$ cat src/rtl/gtech_cell_bist.sv
// Exhaustive 4-input cell tester: walks patterns 0..15 onto A-D, samples Z_IN
// at the end of each hold window and compares against EXP_TT.
module gtech_cell_bist #(
    parameter logic [15:0] EXP_TT = 16'h7770,
    parameter int          SETTLE = 1
) (
    input  logic       CP,
    input  logic       RST,
    input  logic       START,
    input  logic       ABORT,
    input  logic       Z_IN,
    output logic       A,
    output logic       B,
    output logic       C,
    output logic       D,
    output logic       BUSY,
    output logic       DONE,
    output logic       PASS,
    output logic [4:0] ERRCNT,
    output logic [3:0] FAILIDX,
    output logic       FAILV
);

    typedef enum logic [1:0] {S_IDLE, S_RUN, S_DONE} state_t;

    localparam logic [3:0] LAST_HOLD = 4'(SETTLE - 1);

    state_t     state, state_nx;
    logic [3:0] idx;
    logic [3:0] cnt;
    logic [3:0] pat;
    logic       start_run;
    logic       sample;
    logic       mism;
    logic [4:0] errcnt_nx;

    assign {D, C, B, A} = pat;

    // Control strobes and next-state decode
    always_comb begin
        state_nx  = state;
        start_run = 1'b0;
        sample    = 1'b0;
        mism      = 1'b0;
        errcnt_nx = ERRCNT;
        case (state)
            S_IDLE: begin
                if (START) begin
                    start_run = 1'b1;
                    state_nx  = S_RUN;
                end
            end
            S_RUN: begin
                if (ABORT) begin
                    // abort wins over a coincident final sample
                    state_nx = S_IDLE;
                end else if (cnt == LAST_HOLD) begin
                    sample    = 1'b1;
                    mism      = (Z_IN != EXP_TT[idx]);
                    errcnt_nx = ERRCNT + 5'(mism);
                    if (idx == 4'd15) state_nx = S_DONE;
                end
            end
            S_DONE: begin
                if (START) begin
                    start_run = 1'b1;
                    state_nx  = S_RUN;
                end
            end
            default: state_nx = S_IDLE;
        endcase
    end

    // FSM state register
    always_ff @(posedge CP) begin
        if (RST) state <= S_IDLE;
        else     state <= state_nx;
    end

    // Pattern walk, settle timing and result registers
    always_ff @(posedge CP) begin
        if (RST) begin
            idx     <= '0;
            cnt     <= '0;
            pat     <= '0;
            BUSY    <= 1'b0;
            DONE    <= 1'b0;
            PASS    <= 1'b0;
            ERRCNT  <= '0;
            FAILIDX <= '0;
            FAILV   <= 1'b0;
        end else if (start_run) begin
            idx     <= '0;
            cnt     <= '0;
            pat     <= '0;
            BUSY    <= 1'b1;
            DONE    <= 1'b0;
            PASS    <= 1'b0;
            ERRCNT  <= '0;
            FAILIDX <= '0;
            FAILV   <= 1'b0;
        end else if (state == S_RUN) begin
            if (ABORT) begin
                // partial error results are kept for inspection
                idx  <= '0;
                cnt  <= '0;
                pat  <= '0;
                BUSY <= 1'b0;
            end else if (sample) begin
                ERRCNT <= errcnt_nx;
                if (mism && !FAILV) begin
                    FAILIDX <= idx;
                    FAILV   <= 1'b1;
                end
                cnt <= '0;
                if (idx == 4'd15) begin
                    pat  <= '0;
                    BUSY <= 1'b0;
                    DONE <= 1'b1;
                    PASS <= (errcnt_nx == 5'd0);
                end else begin
                    idx <= idx + 4'd1;
                    pat <= idx + 4'd1;
                end
            end else begin
                cnt <= cnt + 4'd1;
            end
        end
    end

endmodule
$ cat config.mk
export PLATFORM = sky130hd
export DESIGN_NAME = gtech_cell_bist
export DESIGN_NICKNAME = d
export VERILOG_FILES = /design/src/rtl/gtech_cell_bist.sv
export SDC_FILE = /design/constraint.sdc
export NUM_CORES = 1
export LEC_CHECK = 0
export CAP_MARGIN = 30
export CORE_MARGIN = 5
export CORE_UTILIZATION = 50
export DETAILED_ROUTE_END_ITERATION = 8
export GPL_TIMING_DRIVEN = 0
export PLACE_DENSITY = 0.75
export SLEW_MARGIN = 20
export SYNTH_ARGS = -nofsm -noshare
export SYNTH_HDL_FRONTEND = slang
export SYNTH_SLANG_ARGS = --single-unit
$ cat constraint.sdc
create_clock -name CP -period 4.15 [get_ports CP]
set_input_delay 0.6225 -clock CP [delete_from_list [all_inputs] [get_ports CP]]
set_output_delay 0.6225 -clock CP [all_outputs]
set_load 0.005 [all_outputs]
After elaboration in Yosys (flattened, before gate mapping)
Memories as Yosys holds them, arrays and structs flattened. A register that Yosys moved wholly into a read port is not among the register bits.
Cells that the tools add are included.
Word-level totals
  register bits: 27
  latch bits: 0
  memory bits (writable): 0
  memory bits (read-only): 16
  input port bits: 5
  output and inout port bits: 17
  word-level logic and storage cells: 74
  memories kept: 1
Operators by class
  $add $sub $neg: 3
  multiply operators: 0
  div/mod/pow operators: 0
  order comparisons: 1
  equal/unequal tests: 8
  shifts and indexed selects: 0
  muxes and demuxes: 32
  bitwise gates (word level): 1
  reductions and logical operators: 18
Memory list
  (no name shown): depth 16, width 1, read ports 1, clocked after memory_dff 1, wr ports 0, line 59  | mism = (Z_IN != EXP_TT[idx]);
Operators with widths (count)
  $mux 4: 10
  $mux 5: 3
  $mux 1: 14
  $reduce_and 3->1: 4
  $add 4x1->4 const B: 2
  $mux 2: 4
  $reduce_and 4->1: 2
  $reduce_bool 3->1: 2
  $add 5x1->5: 1
  $logic_not 5->1: 1
  $lt 4x5->1 const B: 1
  $eq 4x4->1 const B: 1
  $logic_not 4->1: 1
  $pmux 2 s2: 1
  $reduce_bool 2->1: 2
  $reduce_or 2->1: 2
  $ne 3x2->1 const B: 1
  $ne 3x3->1 const B: 1
  $eq 2x1->1 const B: 1
  $eq 2x2->1 const B: 1
  $logic_not 2->1: 1
  $ne 2x1->1 const B: 1
  $ne 2x2->1 const B: 1
  $reduce_and 2->1: 1
  other kinds (4): 4

Longest topological paths before layout
Gate-level depths: netlist (run 1).
  word-level depth: 8
  depth in mapped cells: 8
  gate-level depth less buffers: 8

Worst setup path after synthesis (run 1)
No wires, ideal clock.
  path type: input port to flip-flop
  start point: input Z_IN
  end point: register PASS
  setup time: 69 ps
  arrival: 2065 ps
  data required time: 4081 ps
  path slack: 2016 ps
  stages on the path: 8
  buffers on the path: 0
  cell sequence: xnor2_1 > inv_1 > ha_1 > ha_1 > or2_2 > a21oi_1 > o211ai_1 > o21ai_1
Between the ends
  cells in the longest elaborated chain, start to end: 6
Ends and longest elaborated chain
  start: declaration: line 11  | input logic Z_IN,
  $ne 1x1->1: line 59
  $add 5x1->5: line 60  | errcnt_nx = ERRCNT + 5'(mism);
  $mux 5: line 57  | end else if (cnt == LAST_HOLD) begin
  $mux 5: line 54  | if (ABORT) begin
  $mux 5: line 46  | case (state)
  $logic_not 5->1: line 120  | PASS <= (errcnt_nx == 5'd0);
  end signal: assignment: line 120
  end: declaration: line 18  | output logic PASS,
No other way between the ends.
A chain may end at the register's enable or synchronous reset.

Final worst setup path (run 1)
Same ends and word-level chain as after synthesis.

==> results.toml, run 1 <==
[grt]
antenna_found_initial = 0
grt_pass1_wl_um = 4788
grt_use_total_pct = 16.99
overflow = 0
grt_pass1_vias = 1052
grt_max_degree = 15

[critical_path]
cpMostUsedCell = "ha_1"
cp-end-kind = "flop"
start_kind = "input port"
crit_chain = "clkdlybuf4s50_1 > xnor2_1 > inv_1 > ha_1 > ha_1 > or2_2 > a21oi_1 > o211ai_1 > o21ai_1"
crit_path_max_incr_delay_ns = 0.43
worst-endpoint-required_ns = 4.42
path_max_fanout = 3
cp_slowest_cell = "clkdlybuf4s50_1"
worst-setup-path-type = "input port to flop"
cp.arrival_ns = 2.63

[floorplanning]
rows = 18
die_h_um = 61.99
start_util_pct = 53.57
die_area_sq_um = 3842
io-pin-count = 22
core-area_sq_um = 2522
die_w_um = 61.99

[cts]
cts.sinks = 28
insertion_delay_ns = 0.33
cts_resized = 0
clock_path_buffers = 2
post_cts_buffers = 0
ctsHtreeMaxLevel = 1
clk_pin_slew_ns = 0.14
cts_root_buf = "clkbuf_4"
cts_tree = "done"
cts_hold_buf = 0
cts_buffers = 3

[pwr]
leakage_uw = 0.0005400
p_per_area_nw_per_um2 = 262.8
irDropWorstVdd_v = 0.0002335

[place]
place.detailed.hpwl_um = 2194
io_buffers = 21
dp_slack_ns = 1.436
place_congestion = 0.8362

[drt]
vias = 1210
antenna_left = 0
routed_via_density = 5.576
first_pass_iters = 4
wl_per_cell_um = 13.26
initialDrtViolationCount = 34
drc_errors = 0
wl_um = 2878

[cells_and_area]
drive_above_1_share_pct = 5.882
area_growth_pct = 20.00
fin_nets = 199
diodes = 0

[synth]
synth_simple_gate_area_share_pct = 27.96
synth.mux.area_fraction_pct = 4.444
ys.flop_type = "dfxtp_1"
yosysTopAreaCellShare_pct = 41.48
synth_area_per_cell_sq_um = 8.290
synthDistinctLibCells = 35
ys_async_sr_fraction_pct = 0
synthAdderAreaFrac_pct = 4.630
synthMostInstantiatedCell = "dfxtp_1"
synth_seq_area_share_pct = 41.48
synth_compound_gate_area_share_pct = 14.81
ys_warn_count = 0
synth_cells = 163
synth-edff-count = 0
synthesis.area_sq_um = 1351
synth_top_family_by_area = "simple AND/OR/NAND/NOR gates"
synth-xor-area-share_pct = 3.241
syn_nets = 173
synth.top_cells.by_area = "dfxtp_1 41%, a21oi_1 9.3%, nor2_1 5.6%"
synth_common_cells = "28 x dfxtp_1, 25 x a21oi_1, 20 x nor2_1"
synth_top_cell_by_area = "dfxtp_1"
ys_seq_elements = 28

[run]
maxCapViolations = 0

[sta]
rsz0062_at_grt = "no"
relSlewSlack_pct = 65.96
setup_slack_ns = 1.787
timing.final.crit_period_ns = 2.363
worst_pin_slew_ns = 0.5105
drv_slew = 0
hold_violations = 0
finalSetupViolCount = 0
fin_crit_sh_pct = 56.95
fin_setup_tns_ns = 0
max_freq_mhz = 423.1
finClkSkew_ns = 0.003625

[worst_hold_path]
hold_path_class = "flop to flop"

[run_status]
status = "finished, final reports clean"
## cells by family (layout without fill, tap and decap cells)
group	Yosys count	after routing
xor+xnor	5	5
simple gates	69	69
buf+inv	12	36
fa+ha+maj	5	5
mux	6	6
flops	28	28
compound gates	38	38
## registers in the layout, summed over array words and instances (netlist names), named ones only
register	count
ERRCNT	5
FAILIDX	4
cnt	4
idx	4
pat	4
state	2
BUSY	1
DONE	1
FAILV	1
PASS	1
## path summary, 6_finish.rpt
path / start / endpoint / slack [ns] / depth (start not counted)
max: Z_IN / PASS / 1.79 / 9
min: DONE / DONE / 0.45 / 2
max reg2reg: flop / PASS / 2.17 / 8
min reg2reg: DONE / DONE / 0.45 / 2
## stage by stage
stage	power (uW)	cell area, sq um	utilization [%]	cells	hold WS [ns]
finish	426.1	1622	64.29	217	0.4526
CTS	429.1	1622	64.29	217	0.4582
floorplan	304.9	1351	-	163	0.4421
detailed placement	321.5	1599	63.39	214	0.4381
global placement	320.6	1599	63.39	214	0.4343
global route	446.0	1622	64.29	217	0.4885
## per-layer routing
metal / GRT usage (%) / part of all wire (%) / up-vias
li1: - / - / 609
met1: 21.16 / 45 / 570
met2: 28.25 / 47 / 26
met3: 4.132 / 5.8 / 5
met4: 6.364 / 1.5 / 0
met5: 0 / 0 / -
## worst max-delay path: cells and delay by family
| kind | cells | cell delay, ns |
|---|---|---|
| buffers and inverters | 2 | 0.54 |
| adders and majority gates | 2 | 0.52 |
| AOI/OAI and AO/OA | 3 | 0.37 |
| xor gates and xnor gates | 1 | 0.30 |
| and+or+nand+nor | 1 | 0.28 |
## area by class of cell
type | instances | area (sq um)
buffer | 7 | 27.53
clock buffer | 3 | 22.52
fill | 226 | 900.9
inverter | 5 | 18.77
multi-input combinational | 123 | 744.5
sequential | 28 | 560.5
tap | 30 | 37.54
timing repair buffer | 21 | 210.2
## where the power goes
part           switching [uW]  internal (uW)  total (uW)
Combinational            25.7           15.7        41.5
Sequential               2.34            272         274
Clock                    76.3           34.1         110
## layout by cell type, fill, tap and decap left out, types with 2 or more instances in the layout
cell              n
nand2_1          15
o21ai_1           5
ha_1              5
clkbuf_4          3
xnor2_1           4
nor3b_1           2
and2_1            2
nor3_4            2
nand2b_1          4
nor3_1            6
nor2_1           20
clkbuf_1          6
inv_1             5
mux2i_1           6
nand3_1           6
o21ai_0           4
dfxtp_1          28
a21oi_1          25
clkdlybuf4s50_1  21
Power figures use the tool's default switching activity.
==> run 2, diff against run 1 <==
Clock period 4.15 ns to 2.35 ns, I/O delays scaled along.
==> results of run 2 <==
Same layout as run 1 (identical final DEF). Status: finished, final reports clean.
Among the figures that moved: setup slack after placement 1.436 ns -> -0.09433 ns; setup slack after layout 1.787 ns -> 0.2568 ns; register-to-register setup slack 2.17 ns -> 0.37 ns; total power 426.1 uW -> 752.5 uW; worst IR drop on VDD 0.0002335 V -> 0.0004123 V
==> run 3, diff against run 2 <==
Settings changed: CORE_ASPECT_RATIO from default to 1.2.
==> run 3 against run 2 <==
Effect of this change: non-clock buffer count unchanged; total power shrank 0.56%; clock skew down 0.00093 ns; register-to-register slack barely moved; sequential share of layout area decreased by 0.080 points.
==> results.toml, run 3 (synthesis gave the netlist of run 1 again) <==
[run_status]
status = "finished, final reports clean"

[critical_path]
worst-setup-path-type = "input port to flop"
cpMostUsedCell = "ha_1"
crit_path_max_incr_delay_ns = 0.41
worst-endpoint-required_ns = 2.62
cp_top_family = "buffers and inverters"
cp.arrival_ns = 2.35
cp_slowest_cell = "clkdlybuf4s50_1"
cp-end-kind = "flop"
start_kind = "input port"
ff2ff_path_depth = 8
worst-path-buf-inv = 2
reg2reg_slack_ns = 0.37
crit_chain = "clkdlybuf4s50_1 > xnor2_1 > inv_1 > ha_1 > ha_1 > or2_2 > a21oi_1 > o211ai_1 > o21ai_1"
path_max_fanout = 3
reg2reg_to = "PASS"

[sta]
rsz0062_at_grt = "no"
worst_pin_slew_ns = 0.5061
fin_crit_sh_pct = 88.55
finalSetupViolCount = 0
finClkSkew_ns = 0.002691
timing.final.crit_period_ns = 2.081
drv_slew = 0
relSlewSlack_pct = 66.26
max_freq_mhz = 480.5
hold_violations = 0

[pwr]
netSwitchingFraction_pct = 24.10
leakage_uw = 0.0005400
netSwitchingPower_uw = 180.3
p_per_area_nw_per_um2 = 460.4
p_total_uw = 748.3
power.share.sequential_pct = 64.7
irDropWorstVdd_v = 0.0004503
comb_power_share_pct = 9.8
p_clk_share_pct = 25.5
p_int_uw = 568.0

[floorplanning]
die_h_um = 66.95
rows = 20
die_w_um = 57.46
start_util_pct = 52.43
core-area_sq_um = 2577
io-pin-count = 22
die_area_sq_um = 3846

[grt]
overflow = 0
grt_busiest_layer = "met2"
grt_pass1_wl_um = 4933
grtUsageMet1_pct = 18.50
met3_usage_pct = 2.713
met2_usage_pct = 29.24
grt_max_degree = 15
antenna_found_initial = 0
grt_use_total_pct = 16.17
grt_pass1_vias = 1183

[cells_and_area]
final_common_cell = "dfxtp_1"
diodes = 0
drive_above_1_share_pct = 5.882
fin_nets = 199
layout_common_cells = "28 x dfxtp_1, 25 x a21oi_1, 21 x clkdlybuf4s50_1, 20 x nor2_1, 15 x nand2_1"
layout.cells.non_filler = 220
n_fill_cell = 242
seq_area_sq_um = 560.5
area_growth_pct = 20.28
final_core_util_pct = 63.06
largest_reg_flops = 5
top_register = "ERRCNT"
multi_input_area_sq_um = 744.5

[drt]
drc_errors = 0
wl_per_cell_um = 13.15
vias = 1211
routed_via_density = 5.505
first_pass_iters = 4
wl_um = 2892
initialDrtViolationCount = 25
antenna_left = 0

[cts]
cts_root_buf = "clkbuf_4"
cts_buffers = 3
cts_hold_buf = 0
ctsHtreeMaxLevel = 1
clock_path_buffers = 2
cts_tree = "done"
insertion_delay_ns = 0.32
clk_pin_slew_ns = 0.13
cts_resized = 0
cts.sinks = 28
post_cts_buffers = 0

[run]
maxCapViolations = 0

[worst_hold_path]
worstHoldEndpoint = "DONE"
hp-start = "DONE"
worstHoldPathCells = 2
hold_path_class = "flop to flop"

[place]
place_congestion = 0.8057
placed_cells = 217
place.detailed.hpwl_um = 2197
io_buffers = 21
==> run 3: how the worst max path moves through the flow <==
stage	depth (start not counted)	startpoint	slack, ns	end
floorplan	8	Z_IN	0.49	PASS
global placement	9	Z_IN	-0.02	PASS
detailed placement	9	Z_IN	-0.06	PASS
CTS	9	Z_IN	0.28	PASS
global route	9	Z_IN	0.15	PASS
finish	9	Z_IN	0.27	PASS
==> run 3: final cells by class <==
class,count,area share (%)
inverter,5,1.155
buffer,7,1.694
clock buffer,3,1.386
tap,33,2.540
sequential,28,34.49
multi-input combinational,123,45.80
timing repair buffer,21,12.93
==> run 3: metal layers <==
metal	part of all wire (%)	up-vias
met2	49	29
met3	4.4	2
li1	-	612
met1	45	568
met4	1.1	0
met5	0	-
==> run 3: tightest hold or removal path, stage by stage (launching register included) <==
cell and delay, ns:
dfxtp_1 0.33, inv_1 0.04, a21oi_1 0.05
==> run 3: stage by stage <==
stage	hold slack (ns)	cell area, sq um	worst slack [ns]	TNS, ns
floorplan	0.4216	1351	0.4857	0
global placement	0.4331	1603	-0.02029	-0.02029
global route	0.4993	1625	0.1508	0
CTS	0.4561	1625	0.2819	0
finish	0.4546	1625	0.2690	0
detailed placement	0.4363	1603	-0.06176	-0.06176
==> run 3: power by group through the flow <==
stage / logic (uW) / clock network, uW / registers, uW
2_1_floorplan: 44.1 / 0 / 494
3_3_place_gp: 71.8 / 0 / 494
3_5_place_dp: 72.9 / 0 / 495
4_1_cts: 73.2 / 202 / 484
5_1_grt: 81.3 / 219 / 485
6_report: 73.2 / 191 / 484
==> variant: new RTL, config.mk and constraints of run 3 <==
Register the output `B`, with the module's reset; this adds one clock of latency there. The other outputs are not delayed to match.
--- a/src/rtl/gtech_cell_bist.sv
+++ b/src/rtl/gtech_cell_bist.sv
@@ -25,6 +25,8 @@
 
     localparam logic [3:0] LAST_HOLD = 4'(SETTLE - 1);
 
+    logic B_d;
+
     state_t     state, state_nx;
     logic [3:0] idx;
     logic [3:0] cnt;
@@ -34,7 +36,7 @@
     logic       mism;
     logic [4:0] errcnt_nx;
 
-    assign {D, C, B, A} = pat;
+    assign {D, C, B_d, A} = pat;
 
     // Control strobes and next-state decode
     always_comb begin
@@ -128,4 +130,12 @@
         end
     end
 
+    always_ff @(posedge CP) begin
+        if (RST) begin
+            B <= '0;
+        end else begin
+            B <= B_d;
+        end
+    end
+
 endmodule
Check against the original RTL: not equivalent (Yosys sat finds a counterexample within 4 cycles, from zero or initial values and one cycle with RST high).
==> variant against run 3 <==
Synthesized cell count down 8.6%. Routed wire length down 3.3%. Sequential cell count up 1. Cell area up 0.46%. Power up 17%. Largest cell class unchanged. Area after synthesis down 2.2%. Via count down 5.8%. Worst setup slack worse by 11 ps.
==> variant: results (changes against run 3) <==
INFO  setup_path     r2r.worst_path.cells=7 [was 8]
INFO  place          detailedPlace.worstSlack=-182ps [was -61.8 ps]
INFO  synthesis      syn_inst=149 [was 163]
INFO  sta            final.setup_skew=3.38ps [was 2.69 ps]
INFO  synthesis      xor_xnor_cell_area_share_of_the_yosys_netlist=6.63% [was 3.24%]
INFO  setup_path     worst-r2r-setup-slack=260ps [was 370 ps]
INFO  synthesis      synth_compound_gate_area_share=13.0% [was 14.8%]
INFO  route          routed_wire_length_per_instance=13.3um [was 13.1 um]
INFO  setup_path     capturing_point_of_the_worst_reg2reg_path=FAILIDX[2] [was PASS]
INFO  synthesis      synth_sequential_area_ratio=43.9% [was 41.5%]
INFO  setup_path     critical_path.slowest_cell=nor3_2 [was clkdlybuf4s50_1]
INFO  status         run_status=completed [unchanged]
INFO  grt            grt_pass1_vias=1100 [was 1183]
INFO  setup_path     crit_arrival=2300ps [was 2350 ps]
INFO  synthesis      proportion_of_synthesized_area_in_mux_cells=4.55% [was 4.44%]
INFO  place          place.detailed.hpwl=2030um [was 2200 um]
INFO  sta            holdWs=451ps [was 455 ps]
INFO  clock_network  depth_of_the_cts_h_tree=2 [was 1]
INFO  sta            slew_viol_final=0 [unchanged]
INFO  route          avgViaCountPerCell=5.41 [was 5.50]
INFO  final_layout   post_layout_nonfiller_instances=211 [was 220]
INFO  clock_network  cts-buffers-inserted=5 [was 3]
INFO  place          gp_congestion=0.830 [was 0.806]
INFO  grt            globalRouteTotalUtil=16.2% [about the same]
INFO  route          dr.first_iter.drc_count=21 [was 25]
INFO  final_layout   fin_nets=188 [was 199]
INFO  pwr            ir_drop=0.369mV [was 0.450 mV]
INFO  synthesis      netlist_top_cells_count=dfxtp_1 (29), nor2_1 (23), a21oi_1 (13) [was dfxtp_1 (28), a21oi_1 (25), nor2_1 (20)]
INFO  place          dp.cells=203 [was 217]
INFO  final_layout   drive_gt1_share=7.30% [was 5.88%]
INFO  pwr            total_leakage_power=0.000607uW [was 0.000540 uW]
INFO  synthesis      synthDistinctLibCells=31 [was 35]
INFO  final_layout   fill_cells=236 [was 242]
INFO  min_path       min_delay_worst_endpoint=pat[3] [was DONE]
INFO  grt            grt_pass1_wl=4640um [was 4930 um]
INFO  min_path       hp-start=pat[3] [was DONE]
INFO  setup_path     crit_path_max_fanout=6 [was 3]
INFO  synthesis      synth.net_count=159 [was 173]
INFO  grt            largest_net_degree_at_the_start_of_global_routing=11 [was 15]
INFO  pwr            power_report.internal_total=665uW [was 568 uW]
INFO  synthesis      synth_fa_ha_area_share=4.73% [was 4.63%]
INFO  synthesis      post_synth_main_area_contributors=dfxtp_1 (44%), nor2_1 (6.5%), a21oi_1 (4.9%) [was dfxtp_1 (41%), a21oi_1 (9.3%), nor2_1 (5.6%)]
[variant: cell types whose count changed in the layout (fill, tap and decap cells not counted), moves of 3 or more]
cell	run 3	this run
a21oi_1	25	13
nand2_1	15	7
nand4_1	1	4
xor2_1	1	6
nor2b_1	1	4
o21ai_1	5	1
nor2_1	20	23
[variant: per-stage QoR]
| step | cell area, um2 | utilization [%] |
|---|---|---|
| 6_report | 1630 | 64.6 |
| 5_1_grt | 1630 | 64.6 |
| 4_1_cts | 1630 | 64.4 |
| 3_5_place_dp | 1570 | 62.2 |
| 3_3_place_gp | 1570 | 62.2 |
| 2_1_floorplan | 1320 | - |
[variant: how the worst max path moves through the flow]
stage | to | slack (ps) | start | cells after the start
global route | FAILIDX[2] | 50 | cnt[0] | 7
floorplan | flop | 490 | cnt[0] | 6
detailed placement | flop | -180 | ABORT | 5
global placement | flop | -190 | ABORT | 5
CTS | flop | 50 | cnt[0] | 6
finish | FAILIDX[2] | 260 | cnt[0] | 7
[variant: power groups by stage]
stage	Combinational [uW]	Clock [uW]	Sequential (uW)
6_report	72.8	300	501
3_3_place_gp	70.3	0	512
2_1_floorplan	45.1	0	512
5_1_grt	80.0	341	502
3_5_place_dp	70.9	0	512
4_1_cts	71.6	313	501
[variant: area by class of cell]
cell class	count	area share, %
plain buffers	8	1.99
clock buffers	7	3.37
inverters	4	0.920
multi-input cells	108	42.5
flip-flops and latches	29	35.6
well taps	33	2.53
repair buffers	22	13.2
[variant: cell families (layout without fill, tap and decap cells)]
group                      Yosys count  in the layout
buffers and inverters               12             41
DFF                                 29             29
and+or+nand+nor                     62             62
adders and majority gates            5              5
muxes                                6              6
xor gates and xnor gates            10             10
AOI/OAI and AO/OA                   25             25
[variant: layer usage]
metal	global-route usage, %	vias to the layer above	wire length (um)
met3	6.25	6	175
met5	0	-	0
met1	18.3	538	1270
met2	25.7	29	1300
li1	-	568	-
met4	9.86	0	62
[variant: worst max-delay path: cells and delay by family, from the launching register on]
kind          cells  cell delay [ps]
mux               1              260
simple gates      4             1130
fa+ha+maj         1              150
flops             1              340
buf+inv           1               90
